### src/rtl/sram_fifo_pkg.sv
// Shared constants for the SRAM-backed streaming FIFO controller.
package sram_fifo_pkg;

  localparam int DEFAULT_DATA_WIDTH = 8;
  localparam int DEFAULT_ADDR_WIDTH = 10;

  // Words held in the registered output buffer behind the macro read port.
  localparam int OUT_BUF_DEPTH = 2;
  localparam int OUT_CNT_WIDTH = $clog2(OUT_BUF_DEPTH + 1);

endpackage

### src/rtl/sram_fifo_out_buf.sv
// Two-entry registered output buffer. Entry 0 is always the head, so
// pop_data comes straight from a flop. A capture and a pop may share a
// cycle; the controller never captures into a full buffer without a pop.
module sram_fifo_out_buf
  import sram_fifo_pkg::*;
#(
  parameter int DATA_WIDTH = DEFAULT_DATA_WIDTH
) (
  input  logic                     clk,
  input  logic                     arst_n_in,
  input  logic                     clear_in,
  input  logic                     capture_valid,
  input  logic [DATA_WIDTH-1:0]    capture_data,
  output logic                     pop_valid,
  input  logic                     pop_ready,
  output logic [DATA_WIDTH-1:0]    pop_data,
  output logic [OUT_CNT_WIDTH-1:0] out_cnt
);

  logic [DATA_WIDTH-1:0] buf0;
  logic [DATA_WIDTH-1:0] buf1;
  logic                  pop_fire;

  assign pop_valid = (out_cnt != '0);
  assign pop_data  = buf0;
  assign pop_fire  = pop_valid & pop_ready;

  // Shift-style buffer: pops move entry 1 into the head, captures fill the
  // first free slot (or the slot freed by a same-cycle pop).
  always_ff @(posedge clk or negedge arst_n_in) begin
    if (!arst_n_in) begin
      buf0    <= '0;
      buf1    <= '0;
      out_cnt <= '0;
    end else if (clear_in) begin
      out_cnt <= '0;
    end else begin
      case ({capture_valid, pop_fire})
        2'b10: begin
          if (out_cnt == '0) buf0 <= capture_data;
          else               buf1 <= capture_data;
          out_cnt <= out_cnt + 1'b1;
        end
        2'b01: begin
          buf0    <= buf1;
          out_cnt <= out_cnt - 1'b1;
        end
        2'b11: begin
          if (out_cnt == OUT_CNT_WIDTH'(1)) begin
            buf0 <= capture_data;
          end else begin
            buf0 <= buf1;
            buf1 <= capture_data;
          end
        end
        default: ;
      endcase
    end
  end

endmodule

### src/rtl/sram_fifo_ctrl.sv
// Streaming FIFO built on a 1r1w SRAM macro. Writes go straight to the
// macro, reads are issued ahead so the macro's one-cycle read latency is
// hidden behind a two-entry output buffer.
//
// Handshakes: a word moves on a port exactly in a cycle where valid and
// ready are both high at the rising edge. push_ready depends only on
// registered state; pop_valid/pop_data come from flops and stay stable
// until popped. clear_in overrides both ports for its cycle.
module sram_fifo_ctrl
  import sram_fifo_pkg::*;
#(
  parameter int DATA_WIDTH = DEFAULT_DATA_WIDTH,
  parameter int ADDR_WIDTH = DEFAULT_ADDR_WIDTH,
  parameter int DEPTH      = 1 << ADDR_WIDTH
) (
  input  logic                  clk,
  input  logic                  arst_n_in,
  input  logic                  clear_in,
  input  logic                  push_valid,
  output logic                  push_ready,
  input  logic [DATA_WIDTH-1:0] push_data,
  output logic                  pop_valid,
  input  logic                  pop_ready,
  output logic [DATA_WIDTH-1:0] pop_data,
  output logic [ADDR_WIDTH:0]   count,
  output logic                  empty,
  output logic                  full,
  output logic                  sram_csb0,
  output logic [ADDR_WIDTH-1:0] sram_addr0,
  output logic [DATA_WIDTH-1:0] sram_din0,
  output logic                  sram_csb1,
  output logic [ADDR_WIDTH-1:0] sram_addr1,
  input  logic [DATA_WIDTH-1:0] sram_dout1
);

  localparam logic [ADDR_WIDTH:0]   DEPTH_CNT     = (ADDR_WIDTH + 1)'(DEPTH);
  localparam logic [ADDR_WIDTH-1:0] LAST_ADDR     = ADDR_WIDTH'(DEPTH - 1);
  localparam logic [2:0]            OUT_BUF_LIMIT = 3'(OUT_BUF_DEPTH);

  logic [ADDR_WIDTH-1:0]    wr_ptr;
  logic [ADDR_WIDTH-1:0]    rd_ptr;
  logic [ADDR_WIDTH:0]      sram_cnt;
  logic                     rd_pending;
  logic [OUT_CNT_WIDTH-1:0] out_cnt;
  logic                     push_fire;
  logic                     pop_fire;
  logic                     issue;
  logic [2:0]               buf_after;

  assign full       = (count == DEPTH_CNT);
  assign empty      = (count == '0);
  assign push_ready = !full;
  assign push_fire  = push_valid & push_ready & !clear_in;
  assign pop_fire   = pop_valid & pop_ready & !clear_in;

  // Output-buffer occupancy once this cycle's pop and in-flight read settle;
  // a new read is only issued if its word is sure to have a slot.
  assign buf_after = {1'b0, out_cnt} + {2'b0, rd_pending} - {2'b0, pop_fire};
  assign issue     = (sram_cnt != '0) & (buf_after < OUT_BUF_LIMIT) & !clear_in;

  // Macro port drive is combinational from this cycle's handshake.
  always_comb begin
    sram_csb0  = !push_fire;
    sram_addr0 = wr_ptr;
    sram_din0  = push_data;
    sram_csb1  = !issue;
    sram_addr1 = rd_ptr;
  end

  // Pointers, occupancy counters and the read-pending flag.
  always_ff @(posedge clk or negedge arst_n_in) begin
    if (!arst_n_in) begin
      wr_ptr     <= '0;
      rd_ptr     <= '0;
      sram_cnt   <= '0;
      count      <= '0;
      rd_pending <= 1'b0;
    end else if (clear_in) begin
      wr_ptr     <= '0;
      rd_ptr     <= '0;
      sram_cnt   <= '0;
      count      <= '0;
      rd_pending <= 1'b0;
    end else begin
      if (push_fire) wr_ptr <= (wr_ptr == LAST_ADDR) ? '0 : wr_ptr + 1'b1;
      if (issue)     rd_ptr <= (rd_ptr == LAST_ADDR) ? '0 : rd_ptr + 1'b1;
      rd_pending <= issue;
      case ({push_fire, issue})
        2'b10:   sram_cnt <= sram_cnt + 1'b1;
        2'b01:   sram_cnt <= sram_cnt - 1'b1;
        default: ;
      endcase
      case ({push_fire, pop_fire})
        2'b10:   count <= count + 1'b1;
        2'b01:   count <= count - 1'b1;
        default: ;
      endcase
    end
  end

  sram_fifo_out_buf #(
    .DATA_WIDTH (DATA_WIDTH)
  ) u_out_buf (
    .clk           (clk),
    .arst_n_in     (arst_n_in),
    .clear_in      (clear_in),
    .capture_valid (rd_pending),
    .capture_data  (sram_dout1),
    .pop_valid     (pop_valid),
    .pop_ready     (pop_ready),
    .pop_data      (pop_data),
    .out_cnt       (out_cnt)
  );

endmodule

### config.mk
export PLATFORM = sky130hd
export DESIGN_NAME = sram_fifo_ctrl
export DESIGN_NICKNAME = d
export VERILOG_FILES = /design/src/rtl/sram_fifo_pkg.sv /design/src/rtl/sram_fifo_out_buf.sv /design/src/rtl/sram_fifo_ctrl.sv
export SDC_FILE = /design/constraint.sdc
export NUM_CORES = 1
export LEC_CHECK = 0
export BUFFER_PORTS_ARGS = -buffer_cell sky130_fd_sc_hd__buf_2
export CORE_ASPECT_RATIO = 0.8
export CORE_UTILIZATION = 45
export DETAILED_ROUTE_END_ITERATION = 12
export HOLD_SLACK_MARGIN = 0.06
export PLACE_DENSITY = 0.74
export REMOVE_ABC_BUFFERS = 1
export SYNTH_ARGS = -nofsm -noshare
export SYNTH_HDL_FRONTEND = slang
export SYNTH_HIERARCHICAL = 1
export SYNTH_SLANG_ARGS = --single-unit
### constraint.sdc
create_clock -name clk -period 4.4 [get_ports clk]
set_clock_uncertainty 0.15 [all_clocks]
set_input_delay 0.22 -clock clk [delete_from_list [all_inputs] [get_ports clk]]
set_output_delay 0.22 -clock clk [all_outputs]
set_load 0.01 [all_outputs]
==> results.json, run 1 <==
{
  "outcome": "complete, no violations",
  "drt_first_iter_violations": 135,
  "drc": 0,
  "ys_ff_latch": 61,
  "clkTransAtPathRegs_ps": 80,
  "drive_gt1_share_pct": 21.9,
  "max_stage_delay_ps": 400,
  "crit_top_cell": "ha_1",
  "period_minus_slack_ps": 4090,
  "synth_seq_area_share_pct": 38.3,
  "ys.warnings.count": 6,
  "maxCapViolCount": 0,
  "h-tree-depth": 3,
  "grt_remaining_overflow": 0,
  "reg2reg_to": "sram_cnt[7]",
  "final_cell_mix": "dfrtp_1, buf_2, nor2_1",
  "core_region_area_mm2": 0.00852,
  "register_area_mm2": 0.00153,
  "power_density_mw_per_mm2": 626,
  "grt_usage_pct": 20.8,
  "postRouteAntennaNets": 0,
  "hpwlAfterDp_um": 6250,
  "path_cells": "inv_1, ha_1, inv_1, nand2_1, nor2_1, ha_1, nand2b_1, fa_2, xnor2_2, o311ai_1, nor2_1, nand2_1, inv_4, ha_1, a211oi_2, o21bai_1, a211oi_1, o21ai_0, xnor2_1, a211oi_1",
  "min-delay-start": "push_data[0]",
  "crit_family": "compound AO/OA/AOI/OAI gates",
  "crit_buf_inv": 3,
  "nFillCells": 764,
  "area_delta_synth_final_pct": 17.5,
  "synthCells": 414,
  "end_kind": "flip-flop",
  "ios": 74,
  "rr_startpoint": "u_out_buf/out_cnt[0]",
  "slew_headroom_pct": 44.5,
  "final_common_cell": "dfrtp_1",
  "dieHeight_um": 86.2,
  "antennaDiodeCount": 0,
  "ctsLongestPathBuffers": 2,
  "worst_slew_pin_slew_ps": 829,
  "cts.sinks": 61,
  "multiInputGateArea_mm2": 0.00230,
  "hold_path_depth": 0,
  "avgRoutedWirePerCell_um": 14.9,
  "die-area_mm2": 0.00924,
  "hold_viol": 0,
  "drt-vias-per-instance": 5.60,
  "cts_made_buffers": 9,
  "ys_types": 65,
  "port-buffer-count": 57,
  "synth_ff_type": "dfrtp_1",
  "grt_antenna_before_repair": 0,
  "synth-async-reset-ratio_pct": 100,
  "grt_pass1_wl_um": 15200,
  "routabilityCongestion": 0.903,
  "grt_start_max_net_pins": 62,
  "die_w_um": 107,
  "start_util_pct": 46.8,
  "fmax_mhz": 244,
  "hold_class": "in2out",
  "synth_edf_count": 0,
  "cts_tree": "done",
  "cp_max_fo": 7,
  "critPathKind": "reg2reg",
  "cts_root_buf": "clkbuf_8",
  "rows": 30,
  "dp_cells": 572,
  "wirelength_um": 8960,
  "min_to": "sram_din0[0]",
  "cellLeakagePower_nw": 2.29,
  "totalNegativeSetupSlack_ps": 0,
  "fin_total_pwr_mw": 2.93,
  "finalSetupViolations": 0,
  "start_kind": "flip-flop",
  "dr.pass1.iters": 4,
  "syn_avg_cell_area_um2": 9.63,
  "report.final.slew_viol_count": 0,
  "required_ps": 4510,
  "first_global_vias": 3286,
  "via_count": 3360,
  "synthesis.area_mm2": 0.00399,
  "crit_arrival_ps": 4210,
  "worst-r2r-cell-count": 20,
  "vdd.ir_drop.worst_uv": 284,
  "clock_latency_ps": 350,
  "finalNetCount": 531,
  "critPathSlowestCell": "dfrtp_1",
  "fin_cells": 600,
  "reg2reg_slack_ps": 310,
  "min_period_over_period_pct": 93.1
}
[power breakdown]
group | leakage [nW] | switching [mW] | internal (mW)
registers | 0.805 | 0.135 | 0.721
clock network | 0.0918 | 0.249 | 0.263
logic | 1.40 | 0.883 | 0.680
[state kept, by name (all words and copies together) (netlist names)]
signal              cells
count                  11
sram_addr1             10
u_out_buf/out_cnt       2
u_out_buf/pop_data      8
sram_cnt               11
rd_pending              1
sram_addr0             10
u_out_buf/buf1          8
[area by class of cell]
type,count,share of cell area [%]
multi-input cells,321,49.2
flip-flops and latches,61,32.6
repair buffers,78,9.99
well taps,112,2.99
clock buffers,9,2.64
clock inverters,7,1.60
inverters,12,1.01
[repair_timing]
item,CTS,global route
setup endpoints to repair,1,6
resized for setup,1,7
hold buffers,10,0
hold endpoints to repair,76,0
setup buffers,0,2
[Yosys cell counts (all sizes together) (8+ instances only)]
library cell / instances / area [um^2]
nand2b: 10 / 62.6
nand3: 12 / 65.1
a21oi: 36 / 191
nand2: 23 / 96.4
a21o: 9 / 67.6
mux2i: 14 / 140
a211oi: 9 / 72.6
buf: 14 / 111
ha: 24 / 300
inv: 12 / 45.0
xnor2: 12 / 113
dfrtp: 61 / 1530
mux2: 8 / 90.1
nor3: 10 / 61.3
and3: 8 / 50.1
xor2: 14 / 123
nor2: 50 / 195
or4: 8 / 67.6
o21ai: 19 / 95.1
[how the worst max path moves through the flow]
stage                         startpoint     endpoint  slack, ps  cells past startpoint
floorplan           u_out_buf/out_cnt[1]  sram_cnt[7]       -130                     20
detailed placement  u_out_buf/out_cnt[0]  sram_cnt[7]        -50                     20
global route        u_out_buf/out_cnt[0]  sram_cnt[7]         -4                     20
global placement    u_out_buf/out_cnt[0]  sram_cnt[7]        190                     20
CTS                 u_out_buf/out_cnt[0]  sram_cnt[7]         60                     20
finish              u_out_buf/out_cnt[0]  sram_cnt[7]        310                     20
[cell families (layout without fill, tap and decap cells)]
group,count (synthesis),count (layout),synth area share (%)
and+or+nand+nor,143,143,18.8
AOI/OAI and AO/OA,103,103,17.8
DFF,61,61,38.3
buffers and inverters,32,106,4.49
adders and majority gates,27,27,9.04
xor gates and xnor gates,26,26,5.90
muxes,22,22,5.77
[routing by layer]
layer | global-route usage (%) | vias to the layer above | share of wire, %
met1 | 26.5 | 1600 | 47
met2 | 33.6 | 111 | 46
li1 | - | 1629 | -
met4 | 8.84 | 0 | 1.9
met3 | 5.34 | 20 | 5.6
met5 | 0 | - | 0
[metrics by stage]
step	util, %	worst slack [ps]	hold WS [ps]	cell area, um^2
final	55.0	305	290	4680
after global routing	55.0	-3.79	290	4680
after CTS	54.5	62.9	290	4650
after detailed placement	51.0	-51.3	290	4350
after global placement	51.0	190	284	4350
after floorplan	-	-135	-226	3850
(Power assumes the default switching activity.)
==> run 2: changes to the inputs <==
--- a/config.mk
+++ b/config.mk
@@ -7,10 +7,10 @@
 export LEC_CHECK = 0
 export BUFFER_PORTS_ARGS = -buffer_cell sky130_fd_sc_hd__buf_2
 export CORE_ASPECT_RATIO = 0.8
-export CORE_UTILIZATION = 45
+export CORE_UTILIZATION = 35
 export DETAILED_ROUTE_END_ITERATION = 12
 export HOLD_SLACK_MARGIN = 0.06
-export PLACE_DENSITY = 0.74
+export PLACE_DENSITY = 0.62
 export REMOVE_ABC_BUFFERS = 1
 export SYNTH_ARGS = -nofsm -noshare
 export SYNTH_HDL_FRONTEND = slang
==> run 2 against run 1 <==
Against the previous run: maximum frequency fell by 0.38%; wire length rose by 1.8%; flip-flop and latch count did not move; count of clock-buffer cells in the layout rose by 4; setup slack got worse by 16 ps; clock power rose by 32%; sequential power rose by 0.5%; final cell count rose by 4.7%; highest routed layer unchanged; sequential share of layout area fell by 0.78 points; register-to-register slack got worse by 20 ps; global-route usage fell by 4.3 points; combinational power barely moved.
==> results.json, run 2 (synthesis results as in run 1) <==
{
  "outcome": "complete, no violations",
  "first_global_vias": 3230,
  "grt_antenna_before_repair": 0,
  "start_kind": "flip-flop",
  "postRouteAntennaNets": 0,
  "die_w_um": 121,
  "routabilityCongestion": 0.853,
  "start_util_pct": 36.3,
  "cts.sinks": 61,
  "worst_slew_pin_slew_ps": 826,
  "fmax_mhz": 243,
  "wl_met3_um": 531,
  "vdd.ir_drop.worst_uv": 248,
  "power_density_mw_per_mm2": 643,
  "wirelength_um": 9120,
  "end_kind": "flip-flop",
  "clkTransAtPathRegs_ps": 50,
  "wl_met1_um": 4270,
  "fin_hold_ws_ps": 279,
  "avgRoutedWirePerCell_um": 14.5,
  "reg_top3": "count (11), sram_cnt (11)",
  "cts_made_buffers": 9,
  "hold_viol": 0,
  "crit_arrival_ps": 4170,
  "finalSetupViolations": 0,
  "critPathKind": "reg2reg",
  "cp_max_fo": 7,
  "min_period_over_period_pct": 93.4,
  "hold_class": "in2async",
  "grt_usage_pct": 16.4,
  "top_layer": "met4",
  "wl_met2_um": 4210,
  "totalNegativeSetupSlack_ps": 0,
  "die-area_mm2": 0.0118,
  "fin_cells": 628,
  "core_region_area_mm2": 0.0110,
  "cts_tree": "done",
  "dieHeight_um": 97.5,
  "maxCapViolCount": 0,
  "finalNetCount": 529,
  "hpwlAfterDp_um": 6330,
  "ios": 74,
  "grt_remaining_overflow": 0,
  "drt_first_iter_violations": 135,
  "drive_gt1_share_pct": 21.3,
  "slew_headroom_pct": 44.6,
  "period_minus_slack_ps": 4110,
  "cts_root_buf": "clkbuf_16",
  "area_delta_synth_final_pct": 20.4,
  "required_ps": 4460,
  "fin_total_pwr_mw": 3.09,
  "cellLeakagePower_nw": 2.34,
  "final_common_cell": "dfrtp_1",
  "final_cell_mix": "dfrtp_1, buf_2, nor2_1",
  "dp_cells": 604,
  "via_count": 3316,
  "rows": 34,
  "grt_pass1_wl_um": 15400,
  "dr.pass1.iters": 4,
  "clock_latency_ps": 320,
  "antennaDiodeCount": 0,
  "ctsLongestPathBuffers": 2,
  "rsz0062_at_grt": "yes",
  "report.final.slew_viol_count": 0,
  "grt_start_max_net_pins": 53,
  "h-tree-depth": 3,
  "drt-vias-per-instance": 5.28,
  "port-buffer-count": 57,
  "drc": 0
}
==> run 2: cell types whose count changed in the layout (fill, tap and decap cells not counted), sizes merged <==
| cell | before | now |
|---|---|---|
| clkinv | 2 | 1 |
| clkinvlp | 3 | 0 |
| inv | 13 | 12 |
| clkbuf | 9 | 13 |
| buf | 68 | 66 |
| bufinv | 1 | 0 |
==> run 2: power breakdown <==
group          internal, mW  switching (mW)  total [mW]
Combinational         0.673           0.878        1.55
Clock                 0.435           0.239       0.674
Sequential            0.723           0.137       0.860
==> run 2: final timing paths <==
kind / from / endpoint / slack, ps / cells after the start
min: arst_n_in / count[7] / 280 / 2
min in group clk: push_data[0] / sram_din0[0] / 290 / 0
max reg2reg: u_out_buf/out_cnt[0] / sram_cnt[10] / 290 / 20
max: u_out_buf/out_cnt[0] / sram_cnt[10] / 290 / 20
max in group asynchronous: arst_n_in / sram_addr1[3] / 2900 / 3
min reg2reg: u_out_buf/buf1[0] / u_out_buf/buf1[0] / 340 / 1
==> run 2: repair_timing <==
action | 4_1_cts | 5_1_grt
hold buffers | 10 | 0
hold endpoints to repair | 36 | 0
resized for setup | 0 | 8
endpoints found under the setup margin | 0 | 6
setup buffers | 0 | 0
==> run 2: stage by stage <==
stage / setup WS, ps / util [%] / cell area (um^2)
after floorplan: -135 / - / 3850
after global placement: 331 / 40.0 / 4390
after detailed placement: 177 / 40.0 / 4390
after CTS: 165 / 43.5 / 4770
after global routing: -59.0 / 43.7 / 4800
final: 290 / 43.7 / 4800
==> run 2: worst max-delay path, stage by stage (launching register included) <==
cell      delay [ps]
dfrtp_1          400
inv_1            120
ha_1             190
inv_1             60
nand2_1          140
nor2_1            60
ha_1             260
nand2b_1         150
fa_1             420
xnor2_2          170
o311ai_1         120
nor2_1           100
nand2_1          130
inv_1             80
buf_4            170
ha_1             260
or4_1            540
o22ai_2          150
o21a_1           170
a21oi_1           40
nand2b_1         130
==> run 2: metal layers <==
metal / vias up / track usage (%)
met2: 101 / 25.0
met4: 0 / 7.12
met1: 1576 / 21.1
met3: 9 / 5.46
met5: - / 0
li1: 1630 / -
==> run 2: final cells by class <==
type | count | area (um^2)
well taps | 144 | 180
clock inverters | 1 | 5.00
repair buffers | 76 | 453
flip-flops and latches | 61 | 1530
multi-input cells | 321 | 2310
fillers | 1040 | 6180
inverters | 12 | 45.0
clock buffers | 13 | 280
==> run 3: changes to the inputs <==
--- a/config.mk
+++ b/config.mk
@@ -14,5 +14,4 @@
 export REMOVE_ABC_BUFFERS = 1
 export SYNTH_ARGS = -nofsm -noshare
 export SYNTH_HDL_FRONTEND = slang
-export SYNTH_HIERARCHICAL = 1
 export SYNTH_SLANG_ARGS = --single-unit
==> constraint.sdc (replaced) <==
create_clock -name clk -period 4.4 [get_ports clk]
set_clock_uncertainty 0.15 [all_clocks]
set_input_delay 0.22 -clock clk [delete_from_list [all_inputs] [get_ports clk]]
set_output_delay 0.22 -clock clk [all_outputs]
set_load 0.1 [all_outputs]
==> run 3 against run 2 <==
Against the previous run: synthesized cell count shrank 0.72%; global-route usage fell by 0.21 points; utilization increased by 0.55 points; power rose by 22%; die area is 2.0% lower; largest cell class unchanged.
==> results.json, run 3 <==
{
  "outcome": "complete, no violations",
  "start_util_pct": 36.0,
  "start_kind": "flip-flop",
  "hpwlAfterDp_um": 6220,
  "power_density_mw_per_mm2": 782,
  "min_period_over_period_pct": 96.4,
  "clock_latency_ps": 320,
  "intPower_mw": 1.85,
  "synthTopCellsByArea": "dfrtp_1, ha_1, nand2_1",
  "switching_share_pct": 50.7,
  "ys_ff_latch": 61,
  "rsz0062_at_grt": "yes",
  "place_area_mm2": 0.00435,
  "dr.pass1.iters": 4,
  "rows": 34,
  "yosys.area_share.simple_pct": 18.2,
  "die-area_mm2": 0.0116,
  "avgRoutedWirePerCell_um": 14.3,
  "crit_arrival_ps": 4290,
  "synthAdderAreaFrac_pct": 8.90,
  "h-tree-depth": 3,
  "required_ps": 4450,
  "grt_remaining_overflow": 0,
  "grt_pass1_wl_um": 14700,
  "hold_class": "in2out",
  "grt_usage_pct": 16.2,
  "area_delta_synth_final_pct": 22.9,
  "final_cell_mix": "dfrtp_1, buf_2, nand2_1",
  "clkTransAtPathRegs_ps": 50,
  "dieHeight_um": 96.5,
  "wirelength_um": 8970,
  "path_cells": "inv_1, ha_2, nand2b_4, nor2_2, ha_1, nand2b_1, fa_1, inv_1, a311oi_4, nand2_2, inv_4, ha_4, buf_4, a311o_1, or3_1, o221ai_2, mux2i_1, mux2_2",
  "syn_avg_cell_area_um2": 9.51,
  "first_global_vias": 2974,
  "preCtsSetupSlack_ps": -20.6,
  "pwr-share-clk_pct": 20.4,
  "via_count": 3257,
  "grt_start_max_net_pins": 62,
  "crit_buf_inv": 4,
  "finalSetupViolations": 0,
  "routabilityCongestion": 0.840,
  "postRouteAntennaNets": 0,
  "cp_max_fo": 5,
  "cts_root_buf": "clkbuf_16",
  "switching_power_mw": 1.90,
  "report.final.slew_viol_count": 0,
  "vdd.ir_drop.worst_uv": 368,
  "critPathKind": "reg2reg",
  "period_minus_slack_ps": 4240,
  "synth_top_family_by_area": "simple AND/OR/NAND/NOR gates",
  "synth_edf_count": 0,
  "synthCells": 411,
  "ios": 74,
  "synthesis.area_mm2": 0.00391,
  "yosysTopAreaCell": "dfrtp_1",
  "design_area_mm2": 0.00480,
  "register_area_mm2": 0.00153,
  "drt_first_iter_violations": 212,
  "antennaDiodeCount": 0,
  "p_comb_share_pct": 56.6,
  "end_kind": "flip-flop",
  "multiInputGateArea_mm2": 0.00224,
  "crit_family": "adder cells",
  "crit_top_cell": "inv_1",
  "slew_headroom_pct": 26.1,
  "finalNetCount": 528,
  "synth-async-reset-ratio_pct": 100,
  "ctsLongestPathBuffers": 2,
  "core_region_area_mm2": 0.0108,
  "grt_antenna_before_repair": 0,
  "cts.sinks": 61,
  "reg_top3": "count (11), sram_cnt (11)",
  "hold_viol": 0,
  "cts_made_buffers": 9,
  "final_common_cell": "dfrtp_1",
  "yosysTopAreaCellShare_pct": 39.1,
  "worst_slew_pin_slew_ps": 1110,
  "worst_slack_ps": 160,
  "drt-vias-per-instance": 5.18,
  "nFillCells": 1033,
  "synth.top_cells.by_count": "dfrtp_1, nand2_1, nor2_1",
  "synth_seq_area_share_pct": 39.1,
  "synth_ff_type": "dfrtp_1",
  "synthMuxAreaShare_pct": 5.19,
  "maxCapViolCount": 0,
  "max_stage_delay_ps": 480,
  "fmax_mhz": 236,
  "critPathSlowestCell": "fa_1",
  "synthXorXnorAreaFrac_pct": 6.21,
  "ys.warnings.count": 0,
  "pwr-share-seq_pct": 23.0,
  "yosysMostFrequentCell": "dfrtp_1",
  "synth_compound_area_share_pct": 18.0,
  "drive_gt1_share_pct": 24.3,
  "port-buffer-count": 57,
  "cellLeakagePower_nw": 2.34,
  "die_w_um": 120,
  "cts_tree": "done",
  "drc": 0,
  "ys_types": 53
}
## run 3: path summary, 6_finish.rpt
path	startpoint	end	slack [ps]	cells past startpoint
max	u_out_buf.out_cnt[0]	sram_cnt[10]	160	18
min in group asynchronous	arst_n_in	u_out_buf.buf1[1]	460	3
min reg2reg	u_out_buf.buf1[3]	u_out_buf.buf1[3]	350	1
min	push_data[0]	sram_din0[0]	290	0
max in group asynchronous	arst_n_in	sram_addr0[0]	3130	3
max reg2reg	u_out_buf.out_cnt[0]	sram_cnt[10]	160	18
## run 3: cells by family (layout without fill, tap and decap cells)
| group | after synthesis | after routing |
|---|---|---|
| flip-flops | 61 | 61 |
| AO/OA/AOI/OAI | 99 | 99 |
| XOR/XNOR | 26 | 26 |
| buffers and inverters | 34 | 108 |
| AND/OR/NAND/NOR | 146 | 146 |
| multiplexers | 19 | 19 |
| adder cells (fa/ha/maj) | 26 | 26 |
## run 3: cell type report
class                      instances  share of cell area [%]
timing repair buffer              80                    10.0
clock buffer                      12                    5.34
tap                              144                    3.75
multi-input combinational        316                    46.6
inverter                          13                    1.07
sequential                        61                    31.8
clock inverter                     3                    1.43
## run 3: power groups by stage
stage | sequential (mW) | combinational (mW) | clock [mW]
final | 0.862 | 2.12 | 0.767
after global routing | 0.889 | 2.28 | 0.820
after CTS | 0.860 | 2.10 | 0.790
after detailed placement | 0.868 | 2.09 | 0
after global placement | 0.862 | 2.05 | 0
after floorplan | 1.39 | 1.14 | 0
## run 3: timing repair
action                     4_1_cts  5_1_grt
buffers inserted                 0        1
setup endpoints to repair        1        3
pin swaps                        0        3
cloned                           0        0
hold buffers                     9        0
gates resized for setup          1        9
hold endpoints to repair        70        0
## run 3: routing by layer
layer  part of all wire [%]  track usage (%)  vias to the layer above  wire (um)
li1                       -                -                     1614          -
met1                     51             22.8                     1552       4570
met2                     43             23.4                       82       3860
met3                    5.1             5.28                        9        453
met4                    1.1             5.00                        0         95
met5                      0                0                        -          0
## run 3: per-stage QoR
| stage | total power, mW | utilization, % | TNS, ps | std cells | hold WS, ps |
|---|---|---|---|---|---|
| floorplan | 2.52 | - | -10290 | 390 | -226 |
| global placement | 2.91 | 40.1 | 0 | 604 | 291 |
| detailed placement | 2.96 | 40.1 | -20.6 | 604 | 291 |
| CTS | 3.75 | 43.9 | 0 | 628 | 290 |
| global route | 3.98 | 44.3 | -5.04 | 629 | 291 |
| finish | 3.75 | 44.3 | 0 | 629 | 291 |
